**config.mk**
```make
export PLATFORM = sky130hd
export DESIGN_NAME = mem_slave_ctrl_flat
export DESIGN_NICKNAME = d
export VERILOG_FILES = /design/src/rtl/mem_pkg.sv /design/src/rtl/mem_slave_ctrl_if.sv /design/src/rtl/mem_lane_align.sv /design/src/rtl/mem_slave_ctrl.sv /design/src/flat_wrapper.sv
export SDC_FILE = /design/constraint.sdc
export NUM_CORES = 1
export LEC_CHECK = 0
export CAP_MARGIN = 20
export CORE_UTILIZATION = 50
export DETAILED_ROUTE_END_ITERATION = 12
export HOLD_SLACK_MARGIN = 0.03
export PLACE_DENSITY = 0.87
export SKIP_CTS_REPAIR_TIMING = 1
export SLEW_MARGIN = 5
export SYNTH_ARGS = -nofsm -noshare
export SYNTH_HDL_FRONTEND = slang
export SYNTH_HIERARCHICAL = 1
export SYNTH_SLANG_ARGS = --single-unit
```
**constraint.sdc**
```tcl
create_clock -name HCLK -period 5.5 [get_ports HCLK]
set_input_delay 1.1 -clock HCLK [delete_from_list [all_inputs] [get_ports HCLK]]
set_output_delay 1.1 -clock HCLK [all_outputs]
set_load 0.02 [all_outputs]
```
**src/rtl/mem_pkg.sv**
```systemverilog
// Shared definitions for the memory slave path: size codes, FSM states and the
// lane-mask / load-extension helpers (load_extend is also used by core writeback).
package mem_pkg;

    typedef enum logic [1:0] {
        SZ_B = 2'd0,
        SZ_H = 2'd1,
        SZ_W = 2'd2,
        SZ_D = 2'd3
    } size_e;

    typedef enum logic [1:0] {
        ST_IDLE   = 2'd0,
        ST_WAIT   = 2'd1,
        ST_ACCESS = 2'd2,
        ST_RESP   = 2'd3
    } state_e;

    function automatic logic [7:0] size_mask(input logic [1:0] size);
        logic [7:0] mask;
        case (size_e'(size))
            SZ_B:    mask = 8'h01;
            SZ_H:    mask = 8'h03;
            SZ_W:    mask = 8'h0F;
            SZ_D:    mask = 8'hFF;
            default: mask = 8'hFF;
        endcase
        return mask;
    endfunction

    // Low address bits that must be zero for a naturally aligned access
    function automatic logic [2:0] align_bits(input logic [1:0] size);
        logic [2:0] bits;
        case (size_e'(size))
            SZ_B:    bits = 3'b000;
            SZ_H:    bits = 3'b001;
            SZ_W:    bits = 3'b011;
            SZ_D:    bits = 3'b111;
            default: bits = 3'b111;
        endcase
        return bits;
    endfunction

    function automatic logic [63:0] load_extend(input logic [63:0] raw,
                                                input logic [1:0]  size,
                                                input logic        zero_ext);
        logic [63:0] ext;
        case (size_e'(size))
            SZ_B:    ext = zero_ext ? {56'd0, raw[7:0]}  : {{56{raw[7]}},  raw[7:0]};
            SZ_H:    ext = zero_ext ? {48'd0, raw[15:0]} : {{48{raw[15]}}, raw[15:0]};
            SZ_W:    ext = zero_ext ? {32'd0, raw[31:0]} : {{32{raw[31]}}, raw[31:0]};
            SZ_D:    ext = raw;
            default: ext = raw;
        endcase
        return ext;
    endfunction

endpackage

```
**src/rtl/mem_slave_ctrl_if.sv**
```systemverilog
// Request/response bundle between the arbiter (master) and the memory slave.
interface mem_slave_ctrl_if;

    logic        req_valid;
    logic        req_ready;
    logic [63:0] PADDR;
    logic        HWRITE;
    logic [63:0] PDATA;
    logic [1:0]  req_size;
    logic        req_unsigned;
    logic        resp_valid;
    logic        resp_ready;
    logic [63:0] HRDATA;
    logic        resp_err;

    modport master (
        output req_valid, PADDR, HWRITE, PDATA, req_size, req_unsigned, resp_ready,
        input  req_ready, resp_valid, HRDATA, resp_err
    );

    modport slave (
        input  req_valid, PADDR, HWRITE, PDATA, req_size, req_unsigned, resp_ready,
        output req_ready, resp_valid, HRDATA, resp_err
    );

endinterface

```
**src/rtl/mem_lane_align.sv**
```systemverilog
// Byte-lane steering between the right-aligned request/response data and the
// 64-bit SRAM word: store shift + strobes, load extract + extend.
module mem_lane_align
    import mem_pkg::*;
(
    input  logic [2:0]  st_lane,
    input  logic [1:0]  st_size,
    input  logic [63:0] st_data,
    output logic [7:0]  st_be,
    output logic [63:0] st_wdata,
    input  logic [2:0]  ld_lane,
    input  logic [1:0]  ld_size,
    input  logic        ld_zero_ext,
    input  logic [63:0] ld_raw,
    output logic [63:0] ld_data
);

    // Store side: move strobes and data up to the addressed byte lane
    always_comb begin
        st_be    = size_mask(st_size) << st_lane;
        st_wdata = st_data << {st_lane, 3'b000};
    end

    // Load side: bring the addressed lane down to bit 0, then extend
    always_comb begin
        ld_data = load_extend(ld_raw >> {ld_lane, 3'b000}, ld_size, ld_zero_ext);
    end

endmodule

```
**src/rtl/mem_slave_ctrl.sv**
```systemverilog
// Memory slave: runs one arbitrated request at a time against a registered
// single-port 64-bit SRAM, with optional wait states and a held response.
module mem_slave_ctrl
    import mem_pkg::*;
#(
    parameter logic [63:0] BASE_ADDR   = 64'h0000_0000_8000_0000,
    parameter int          DEPTH_LOG2  = 12,
    parameter int          WAIT_CYCLES = 0
) (
    input  logic                  HCLK,
    input  logic                  HRESET,
    mem_slave_ctrl_if.slave       bus,
    output logic                  sram_cs,
    output logic                  sram_we,
    output logic [7:0]            sram_be,
    output logic [DEPTH_LOG2-1:0] sram_addr,
    output logic [63:0]           sram_wdata,
    input  logic [63:0]           sram_rdata
);

    localparam int          OFF_W     = DEPTH_LOG2 + 3;
    localparam logic [63:0] SPAN      = 64'd1 << OFF_W;
    localparam logic [3:0]  WAIT_INIT = 4'(WAIT_CYCLES);

    state_e             state_r;
    logic [3:0]         cnt_r;
    logic [OFF_W-1:0]   off_r;
    logic [1:0]         size_r;
    logic               write_r;
    logic [63:0]        data_r;
    logic               zext_r;
    logic               fresh_r;
    logic               resp_valid_r;
    logic               resp_err_r;
    logic [63:0]        hrdata_r;
    logic               sram_cs_r;
    logic               sram_we_r;
    logic [7:0]         sram_be_r;
    logic [DEPTH_LOG2-1:0] sram_addr_r;
    logic [63:0]        sram_wdata_r;

    logic               req_ready_s;
    logic               accept_s;
    logic [63:0]        off_full_s;
    logic               req_err_s;
    logic [OFF_W-1:0]   st_off_s;
    logic [1:0]         st_size_s;
    logic [63:0]        st_data_s;
    logic               st_write_s;
    logic [7:0]         be_s;
    logic [63:0]        wdata_s;
    logic [63:0]        load_s;

    // Request decode: acceptance, SRAM offset (mod 2^64) and legality
    always_comb begin
        req_ready_s = (state_r == ST_IDLE) || ((state_r == ST_RESP) && bus.resp_ready);
        accept_s    = bus.req_valid && req_ready_s;
        off_full_s  = bus.PADDR - BASE_ADDR;
        req_err_s   = ((bus.PADDR[2:0] & align_bits(bus.req_size)) != 3'd0)
                   || (bus.PADDR < BASE_ADDR)
                   || (off_full_s >= SPAN);
    end

    // Strobe source: live request when the access follows acceptance directly
    always_comb begin
        if (accept_s) begin
            st_off_s   = off_full_s[OFF_W-1:0];
            st_size_s  = bus.req_size;
            st_data_s  = bus.PDATA;
            st_write_s = bus.HWRITE;
        end else begin
            st_off_s   = off_r;
            st_size_s  = size_r;
            st_data_s  = data_r;
            st_write_s = write_r;
        end
    end

    mem_lane_align u_align (
        .st_lane     (st_off_s[2:0]),
        .st_size     (st_size_s),
        .st_data     (st_data_s),
        .st_be       (be_s),
        .st_wdata    (wdata_s),
        .ld_lane     (off_r[2:0]),
        .ld_size     (size_r),
        .ld_zero_ext (zext_r),
        .ld_raw      (sram_rdata),
        .ld_data     (load_s)
    );

    // Request FSM with registered SRAM strobes and response fields
    always_ff @(posedge HCLK) begin
        if (HRESET) begin
            state_r      <= ST_IDLE;
            cnt_r        <= 4'd0;
            off_r        <= '0;
            size_r       <= 2'd0;
            write_r      <= 1'b0;
            data_r       <= 64'd0;
            zext_r       <= 1'b0;
            fresh_r      <= 1'b0;
            resp_valid_r <= 1'b0;
            resp_err_r   <= 1'b0;
            hrdata_r     <= 64'd0;
            sram_cs_r    <= 1'b0;
            sram_we_r    <= 1'b0;
            sram_be_r    <= 8'h00;
            sram_addr_r  <= '0;
            sram_wdata_r <= 64'd0;
        end else begin
            sram_cs_r <= 1'b0;
            sram_we_r <= 1'b0;
            sram_be_r <= 8'h00;
            if (accept_s) begin
                off_r   <= off_full_s[OFF_W-1:0];
                size_r  <= bus.req_size;
                write_r <= bus.HWRITE;
                data_r  <= bus.PDATA;
                zext_r  <= bus.req_unsigned;
                fresh_r <= 1'b0;
                if (req_err_s) begin
                    state_r      <= ST_RESP;
                    resp_valid_r <= 1'b1;
                    resp_err_r   <= 1'b1;
                    hrdata_r     <= 64'd0;
                end else if (WAIT_CYCLES == 0) begin
                    state_r      <= ST_ACCESS;
                    resp_valid_r <= 1'b0;
                    sram_cs_r    <= 1'b1;
                    sram_we_r    <= st_write_s;
                    sram_be_r    <= st_write_s ? be_s : 8'h00;
                    sram_addr_r  <= st_off_s[OFF_W-1:3];
                    sram_wdata_r <= wdata_s;
                end else begin
                    state_r      <= ST_WAIT;
                    cnt_r        <= WAIT_INIT;
                    resp_valid_r <= 1'b0;
                end
            end else begin
                case (state_r)
                    ST_IDLE: begin
                        state_r <= ST_IDLE;
                    end
                    ST_WAIT: begin
                        if (cnt_r <= 4'd1) begin
                            state_r      <= ST_ACCESS;
                            cnt_r        <= 4'd0;
                            sram_cs_r    <= 1'b1;
                            sram_we_r    <= st_write_s;
                            sram_be_r    <= st_write_s ? be_s : 8'h00;
                            sram_addr_r  <= st_off_s[OFF_W-1:3];
                            sram_wdata_r <= wdata_s;
                        end else begin
                            cnt_r <= cnt_r - 4'd1;
                        end
                    end
                    ST_ACCESS: begin
                        // Read data lands during the first RESP cycle; fresh_r routes it straight out
                        state_r      <= ST_RESP;
                        resp_valid_r <= 1'b1;
                        resp_err_r   <= 1'b0;
                        hrdata_r     <= 64'd0;
                        fresh_r      <= !write_r;
                    end
                    ST_RESP: begin
                        if (fresh_r) begin
                            hrdata_r <= load_s;
                            fresh_r  <= 1'b0;
                        end else begin
                            hrdata_r <= hrdata_r;
                        end
                        if (bus.resp_ready) begin
                            state_r      <= ST_IDLE;
                            resp_valid_r <= 1'b0;
                        end else begin
                            state_r <= ST_RESP;
                        end
                    end
                    default: begin
                        state_r      <= ST_IDLE;
                        resp_valid_r <= 1'b0;
                    end
                endcase
            end
        end
    end

    assign bus.req_ready  = req_ready_s;
    assign bus.resp_valid = resp_valid_r;
    assign bus.resp_err   = resp_err_r;
    assign bus.HRDATA     = fresh_r ? load_s : hrdata_r;
    assign sram_cs        = sram_cs_r;
    assign sram_we        = sram_we_r;
    assign sram_be        = sram_be_r;
    assign sram_addr      = sram_addr_r;
    assign sram_wdata     = sram_wdata_r;

endmodule

```
**src/flat_wrapper.sv**
```systemverilog
// flat-port wrapper written by rule: the top's interface ports become plain ports
module mem_slave_ctrl_flat import mem_pkg::*;
#(
    parameter logic [63:0] BASE_ADDR   = 64'h0000_0000_8000_0000,
    parameter int          DEPTH_LOG2  = 12,
    parameter int          WAIT_CYCLES = 0
)
  (HCLK, HRESET, sram_cs, sram_we, sram_be, sram_addr, sram_wdata, sram_rdata, bus_req_valid, bus_PADDR, bus_HWRITE, bus_PDATA, bus_req_size, bus_req_unsigned, bus_resp_ready, bus_req_ready, bus_resp_valid, bus_HRDATA, bus_resp_err);
  mem_slave_ctrl_if bus_i ();
  input  logic HCLK;
  input  logic HRESET;
  output logic sram_cs;
  output logic sram_we;
  output logic [7:0] sram_be;
  output logic [DEPTH_LOG2-1:0] sram_addr;
  output logic [63:0] sram_wdata;
  input  logic [63:0] sram_rdata;
  input wire logic [$bits(bus_i.req_valid)-1:0] bus_req_valid;
  input wire logic [$bits(bus_i.PADDR)-1:0] bus_PADDR;
  input wire logic [$bits(bus_i.HWRITE)-1:0] bus_HWRITE;
  input wire logic [$bits(bus_i.PDATA)-1:0] bus_PDATA;
  input wire logic [$bits(bus_i.req_size)-1:0] bus_req_size;
  input wire logic [$bits(bus_i.req_unsigned)-1:0] bus_req_unsigned;
  input wire logic [$bits(bus_i.resp_ready)-1:0] bus_resp_ready;
  output wire logic [$bits(bus_i.req_ready)-1:0] bus_req_ready;
  output wire logic [$bits(bus_i.resp_valid)-1:0] bus_resp_valid;
  output wire logic [$bits(bus_i.HRDATA)-1:0] bus_HRDATA;
  output wire logic [$bits(bus_i.resp_err)-1:0] bus_resp_err;
  assign bus_i.req_valid = bus_req_valid;
  assign bus_i.PADDR = bus_PADDR;
  assign bus_i.HWRITE = bus_HWRITE;
  assign bus_i.PDATA = bus_PDATA;
  assign bus_i.req_size = bus_req_size;
  assign bus_i.req_unsigned = bus_req_unsigned;
  assign bus_i.resp_ready = bus_resp_ready;
  assign bus_req_ready = bus_i.req_ready;
  assign bus_resp_valid = bus_i.resp_valid;
  assign bus_HRDATA = bus_i.HRDATA;
  assign bus_resp_err = bus_i.resp_err;
  mem_slave_ctrl #(.BASE_ADDR(BASE_ADDR), .DEPTH_LOG2(DEPTH_LOG2), .WAIT_CYCLES(WAIT_CYCLES)) u_core (.HCLK(HCLK), .HRESET(HRESET), .bus(bus_i), .sram_cs(sram_cs), .sram_we(sram_we), .sram_be(sram_be), .sram_addr(sram_addr), .sram_wdata(sram_wdata), .sram_rdata(sram_rdata));
endmodule
```
== After elaboration in Yosys (flattened, before gate mapping) ==
Cells that the tools add are included.
Word-level totals
  register bits: 242
  output and inout bits: 153
  word-level logic and storage cells: 113
Operators by class
  add/subtract/negate cells: 2
  order comparisons: 3
  equality and inequality tests: 16
  shift-type cells: 3
  mux-type cells: 49
  bitwise gates (word level): 2
  reductions and logical operators: 22
Operators by type and width (count)
  64-bit 2-to-1 mux: 11
  64-bit case mux with 4 select lines: 1
  64-bit case mux with 2 select lines: 1
  64-bit by 16-bit greater-or-equal comparator with 1-bit output (second input constant): 1
  64-bit by 32-bit less-than comparator with 1-bit output (second input constant): 1
  64-bit by 6-bit << shifter with 64-bit output: 1
  64-bit by 6-bit right shift with 64-bit output: 1
  64-bit by 32-bit subtractor with 64-bit output (second input constant): 1
  12-bit 2-to-1 mux: 4
  8-bit 2-to-1 mux: 5
  8-bit case mux with 4 select lines: 1
  2-bit equality test (second input constant): 8
  1-bit 2-to-1 mux: 16
  15-bit 2-to-1 mux: 1
  3-bit case mux with 4 select lines: 1
  2-bit by 1-bit equality test with 1-bit output (second input constant): 4
  2-bit logical NOT: 4
  2-bit 2-to-1 mux: 4
  2-bit case mux with 4 select lines: 1
  2-bit AND reduction: 4
  2-bit nonzero test: 4
  8-bit by 3-bit << shifter with 8-bit output: 1
  3-bit nonzero test: 2
  4-bit by 1-bit less-or-equal comparator with 1-bit output (second input constant): 1
  other kinds (13): 18

== Logic depth before layout (Yosys ltp) ==
  depth in word-level cells: 12
  mapped depth: 17
  depth with buffers taken out: 11

== Modules after synthesis ==
Netlist, hierarchy kept.
Modules (own cells, without submodules)
  mem_slave_ctrl: times used 1, cells each 1169, area an instance 10323.7 um^2, seq. area each 4844.6 um^2
  mem_lane_align: times used 1, cells each 516, area an instance 4120.2 um^2, seq. area each 0.0 um^2

== Worst setup path before layout ==
Ideal clock, no wire load.
  path kind: input -> register
  start: input bus_resp_ready
  end: register u_core.sram_wdata_r[51], in the netlist u_core/sram_wdata[51]
  setup time: 0.123 ns
  data arrival time: 3.886 ns
  setup slack: 1.491 ns
  stages: 15
  path buffers: 5
  path through: nand3_1 o21ai_0 and2_1 clkbuf_1 clkbuf_1 clkbuf_1 nand2_1 nand2_1 buf_2 buf_4 mux4_2 nand2_1 o21ai_0 nand2b_1 mux2i_1
On the way
  cells in the longest elaborated chain, start to end: 8
  elaborated cells between the ends (all ways): 14
Ends and longest elaborated chain
  from (decl): line flat_wrapper.sv:24  | input wire logic [$bits(bus_i.resp_ready)-1:0] bus_resp_ready;
  1-bit logical AND (*): line mem_slave_ctrl.sv:56  | req_ready_s = (state_r == ST_IDLE) || ((state_r == ST_RESP) && bus.resp_ready);
  1-bit logical OR (*): line mem_slave_ctrl.sv:56
  via bus_req_ready: line flat_wrapper.sv:25  | output wire logic [$bits(bus_i.req_ready)-1:0] bus_req_ready;
  1-bit logical AND (*): line mem_slave_ctrl.sv:57  | accept_s = bus.req_valid && req_ready_s;
  15-bit 2-to-1 mux (*)
  via u_core.st_off_s[0]: line mem_slave_ctrl.sv:46  | logic [OFF_W-1:0] st_off_s;
  64-bit by 6-bit << shifter with 64-bit output (*): line mem_lane_align.sv:21  | st_wdata = st_data << {st_lane, 3'b000};
  via u_core.wdata_s[51]: line mem_slave_ctrl.sv:51  | logic [63:0] wdata_s;
  64-bit 2-to-1 mux: line mem_slave_ctrl.sv:146  | if (cnt_r <= 4'd1) begin
  64-bit 2-to-1 mux: line mem_slave_ctrl.sv:141  | case (state_r)
  64-bit 2-to-1 mux (*): line mem_slave_ctrl.sv:115  | if (accept_s) begin
  to (signal assigned): line mem_slave_ctrl.sv:134  | sram_wdata_r <= wdata_s;
  to (signal assigned): line mem_slave_ctrl.sv:153  | sram_wdata_r <= wdata_s;
  to (decl): line mem_slave_ctrl.sv:40  | logic [63:0] sram_wdata_r;
The timed path passes the listed nets; every way through them passes the cells marked *. The select of a mux whose other input is x is not followed.
A chain may end at the register's enable or synchronous reset.

== Worst setup path after layout ==
  start: input sram_rdata[63]
  end: output bus_HRDATA[40]
On the way
  cells in the longest elaborated chain, start to end: 4
  elaborated cells between the ends (all ways): 6
Ends and longest elaborated chain
  from (decl): line flat_wrapper.sv:17  | input logic [63:0] sram_rdata;
  64-bit by 6-bit right shift with 64-bit output (*): line mem_lane_align.sv:26  | ld_data = load_extend(ld_raw >> {ld_lane, 3'b000}, ld_size, ld_zero_ext);
  64-bit 2-to-1 mux (on tied branches): line mem_pkg.sv:51, mem_pkg.sv:49, mem_pkg.sv:50
  64-bit case mux with 4 select lines (*): line mem_pkg.sv:48  | case (size_e'(size))
  via u_core.load_s[40]: line mem_slave_ctrl.sv:52  | logic [63:0] load_s;
  64-bit 2-to-1 mux (*)
  to (decl): line flat_wrapper.sv:27  | output wire logic [$bits(bus_i.HRDATA)-1:0] bus_HRDATA;
The timed path passes the listed nets; every way through them passes the cells marked *.

==> metrics.json <==
{
  "number_of_distinct_library_cells_after_synthesis": {"value": 62},
  "yosys.area.top_type_share": {"value": 0.335},
  "worstPathRequired": {"value": 4400, "unit": "ps"},
  "area.sequential": {"value": 4850, "unit": "sq um"},
  "critPathSlowestCell": {"value": "clkdlybuf4s50_1"},
  "power_leakage": {"value": 7.54, "unit": "nW"},
  "synth_fp_nets": {"value": 1888},
  "place.gp.congestion": {"value": 0.973},
  "syn_to_final_growth": {"value": 30.2, "unit": "%"},
  "dr.pass1.iters": {"value": 6},
  "clk_sinks": {"value": 242},
  "layout_commonest_cell": {"value": "clkdlybuf4s50_1"},
  "cts_tree": {"value": "built"},
  "finalHoldViolCount": {"value": 0},
  "floorplan.io_pins": {"value": 353},
  "critical_path.startpoint_type": {"value": "input pin"},
  "critical_setup_path_kind": {"value": "input pin to output port"},
  "via_count": {"value": 14000},
  "worstSkewPairLatency": {"value": 530, "unit": "ps"},
  "largest_fanout_on_the_critical_path": {"value": 41},
  "edff_count_synth": {"value": 0},
  "via_count_of_the_first_global_routing_pass": {"value": 13300},
  "die_w": {"value": 172, "unit": "um"},
  "placed_standard_cell_area": {"value": 17900, "unit": "sq um"},
  "synth.cell_area": {"value": 14400, "unit": "sq um"},
  "globalRouteOverflowTotal": {"value": 0},
  "ys.flop_type": {"value": "dfxtp_1"},
  "cp.arrival": {"value": 3940, "unit": "ps"},
  "vdd_drop_max": {"value": 0.253, "unit": "mV"},
  "timing_max_transition_violations_final": {"value": 0},
  "drt-vias-per-instance": {"value": 5.97},
  "instance_count_after_placement_with_tap_cells_included": {"value": 2298},
  "sequential_area_share_after_synthesis": {"value": 0.335},
  "cts.clk_slew.worst_paths": {"value": 60, "unit": "ps"},
  "layout.core_utilization": {"value": 0.669},
  "routed_wl_per_cell": {"value": 20.8, "unit": "um"},
  "synth-compound-area-share": {"value": 0.132},
  "multi_input_area": {"value": 8580, "unit": "sq um"},
  "detail_route.wirelength": {"value": 48.8, "unit": "mm"},
  "fraction_of_final_layout_cells_with_drive_strength_greater_than_1": {"value": 0.0865},
  "cts_htree_levels": {"value": 1},
  "ctsLongestPathBuffers": {"value": 3},
  "layout_worst_path_cycle_share": {"value": 0.917},
  "synth_cells": {"value": 1685},
  "proportion_of_synthesized_flip_flops_having_asynchronous_set_or_reset": {"value": 0},
  "root_buffer": {"value": "clkbuf_16"},
  "grt_antenna_before_repair": {"value": 5},
  "final_antenna_net_count": {"value": 0},
  "maxCapViolations": {"value": 0},
  "post_synth_and_or_nand_nor_area_fraction": {"value": 0.217},
  "post_synth_fa_ha_maj_area_fraction": {"value": 0.00260},
  "avgSynthCellArea": {"value": 8.57, "unit": "sq um"},
  "run_status": {"value": "finished clean"},
  "path_buf_inv": {"value": 4},
  "critical_path_end_type": {"value": "output port"},
  "timing.final.setup_violations": {"value": 0},
  "most_used_cells_in_the_layout_excluding_fill_and_tap_cells": {"value": "clkdlybuf4s50_1, nand2_1, dfxtp_1"},
  "dp_hpwl": {"value": 36.0, "unit": "mm"},
  "path_cells": {"value": "clkdlybuf4s50_1 > mux2i_1 > nand3_1 > nand4_1 > buf_4 > nand4_1 > mux2i_1 > inv_1 > clkdlybuf4s50_1"},
  "synth.area.mux_share": {"value": 0.237},
  "core.rowCount": {"value": 61},
  "layout.filler_cells": {"value": 2252},
  "area_of_the_die": {"value": 29600, "unit": "sq um"},
  "fin_cells": {"value": 2347},
  "power": {"value": 5.47, "unit": "mW"},
  "post_synth_main_area_contributors": {"value": "dfxtp_1, mux2i_1, nand2_1"},
  "worst_pin_slew": {"value": 1080, "unit": "ps"},
  "initial_utilization": {"value": 0.514},
  "post-route-min-period": {"value": 5040, "unit": "ps"},
  "port_buffers": {"value": 352},
  "critical_path.max_stage_delay": {"value": 550, "unit": "ps"},
  "holdCritPathClass": {"value": "register to register"},
  "grt_max_degree": {"value": 130},
  "synth-warning-count": {"value": 6},
  "core_area": {"value": 28100, "unit": "sq um"},
  "final.setup_skew": {"value": 14.4, "unit": "ps"},
  "drc": {"value": 0},
  "critPathTopFamily": {"value": "buffers and inverters"},
  "stdcell_area": {"value": 18800, "unit": "sq um"},
  "synth_xor_area_frac": {"value": 0.00303},
  "synth-seq-cells": {"value": 242},
  "synth_top_family_by_area": {"value": "multiplexers"},
  "first_pass_grt_wire_length": {"value": 74.3, "unit": "mm"},
  "drt_first_iter_violations": {"value": 1477},
  "power-per-cell-area": {"value": 291, "unit": "nW/um^2"},
  "worst_slew_slack_as_a_fraction_of_its_limit": {"value": 0.273},
  "tns": {"value": 0, "unit": "ps"},
  "rsz_0062_raised_after_global_routing": {"value": "false"},
  "cts_buffers": {"value": 26},
  "grt_use_total": {"value": 0.324},
  "die_height": {"value": 172, "unit": "um"},
  "layout.nets": {"value": 2152},
  "max_clock_freq": {"value": 198, "unit": "MHz"},
  "synth_largest_area_cell": {"value": "dfxtp_1"}
}
==> flip-flops by register name, indices dropped and copies added, names as in the netlist, 2 cells and up <==
| name | flops |
|---|---|
| u_core/sram_be | 8 |
| u_core/state_r | 2 |
| u_core/sram_wdata | 64 |
| u_core/size_r | 2 |
| u_core/hrdata_r | 64 |
| u_core/off_r | 15 |
| u_core/data_r | 64 |
| u_core/cnt_r | 4 |
| u_core/sram_addr | 12 |
==> worst min-delay path, cell delays in order (launching register included) <==
cell and delay (ps):
dfxtp_1 290, nand2_1 40, a21oi_1 70
==> metal layers <==
metal	up-vias	track usage	share of wire	wire length (um)
li1	6417	-	-	-
met1	6668	0.419	0.40	19700
met2	766	0.532	0.47	22700
met3	148	0.0531	0.084	4110
met4	4	0.144	0.046	2250
met5	-	0	0.00059	29
==> power breakdown <==
part | switching, mW | internal [mW]
sequential | 0.0815 | 1.85
combinational | 1.03 | 0.784
clock | 0.711 | 1.01
total | 1.82 | 3.65
==> cell type report <==
type                    instances  share of cell area
clock inverters                 8             0.00379
inverters                      83              0.0166
well taps                     378              0.0252
diodes                          3            0.000399
repair buffers                375               0.199
clock buffers                  37              0.0407
flip-flops and latches        242               0.258
multi-input cells            1221               0.456
==> final timing paths <==
path                     startpoint               endpoint  slack [ps]  depth (start not counted)
setup / recovery     sram_rdata[63]         bus_HRDATA[40]         460                          9
hold / removal      u_core/off_r[4]        u_core/off_r[4]         460                          2
setup reg to reg  u_core/state_r[0]  u_core/sram_wdata[62]        1890                         12
hold reg to reg     u_core/off_r[4]        u_core/off_r[4]         460                          2
==> metrics by stage <==
step	setup WS, ps	hold slack [ps]
2_1_floorplan	1490	432
3_3_place_gp	610	439
3_5_place_dp	482	445
4_1_cts	540	459
5_1_grt	222	472
6_report	459	458
==> synth_stat cells (4+ instances only) <==
master     instances
a21oi_1          118
nand3_1           18
buf_4             11
buf_6             17
mux2_2            45
nor3_1            15
nand2b_1         131
dfxtp_1          242
nand4_1           33
inv_1             82
nor2b_1           18
a2bb2oi_1          4
o2bb2ai_1         73
nor4_1            13
o21ai_0           26
nor2_1            61
o21ai_1            4
mux4_2            42
o22ai_1           16
nor3b_1            9
nand2_1          301
a22oi_1            6
o211ai_1           5
buf_2             41
o2111ai_1         13
a31oi_1            4
and2_1            21
clkbuf_1          59
or2_2              4
buf_1             10
nor4b_1            4
mux2i_1          196
==> kinds of logic after synthesis <==
family | Yosys count
fa+ha+maj | 3
buf+inv | 222
flops | 242
xor+xnor | 5
mux | 284
compound gates | 286
simple gates | 643
Note: power is estimated with default switching activity, not from simulation.
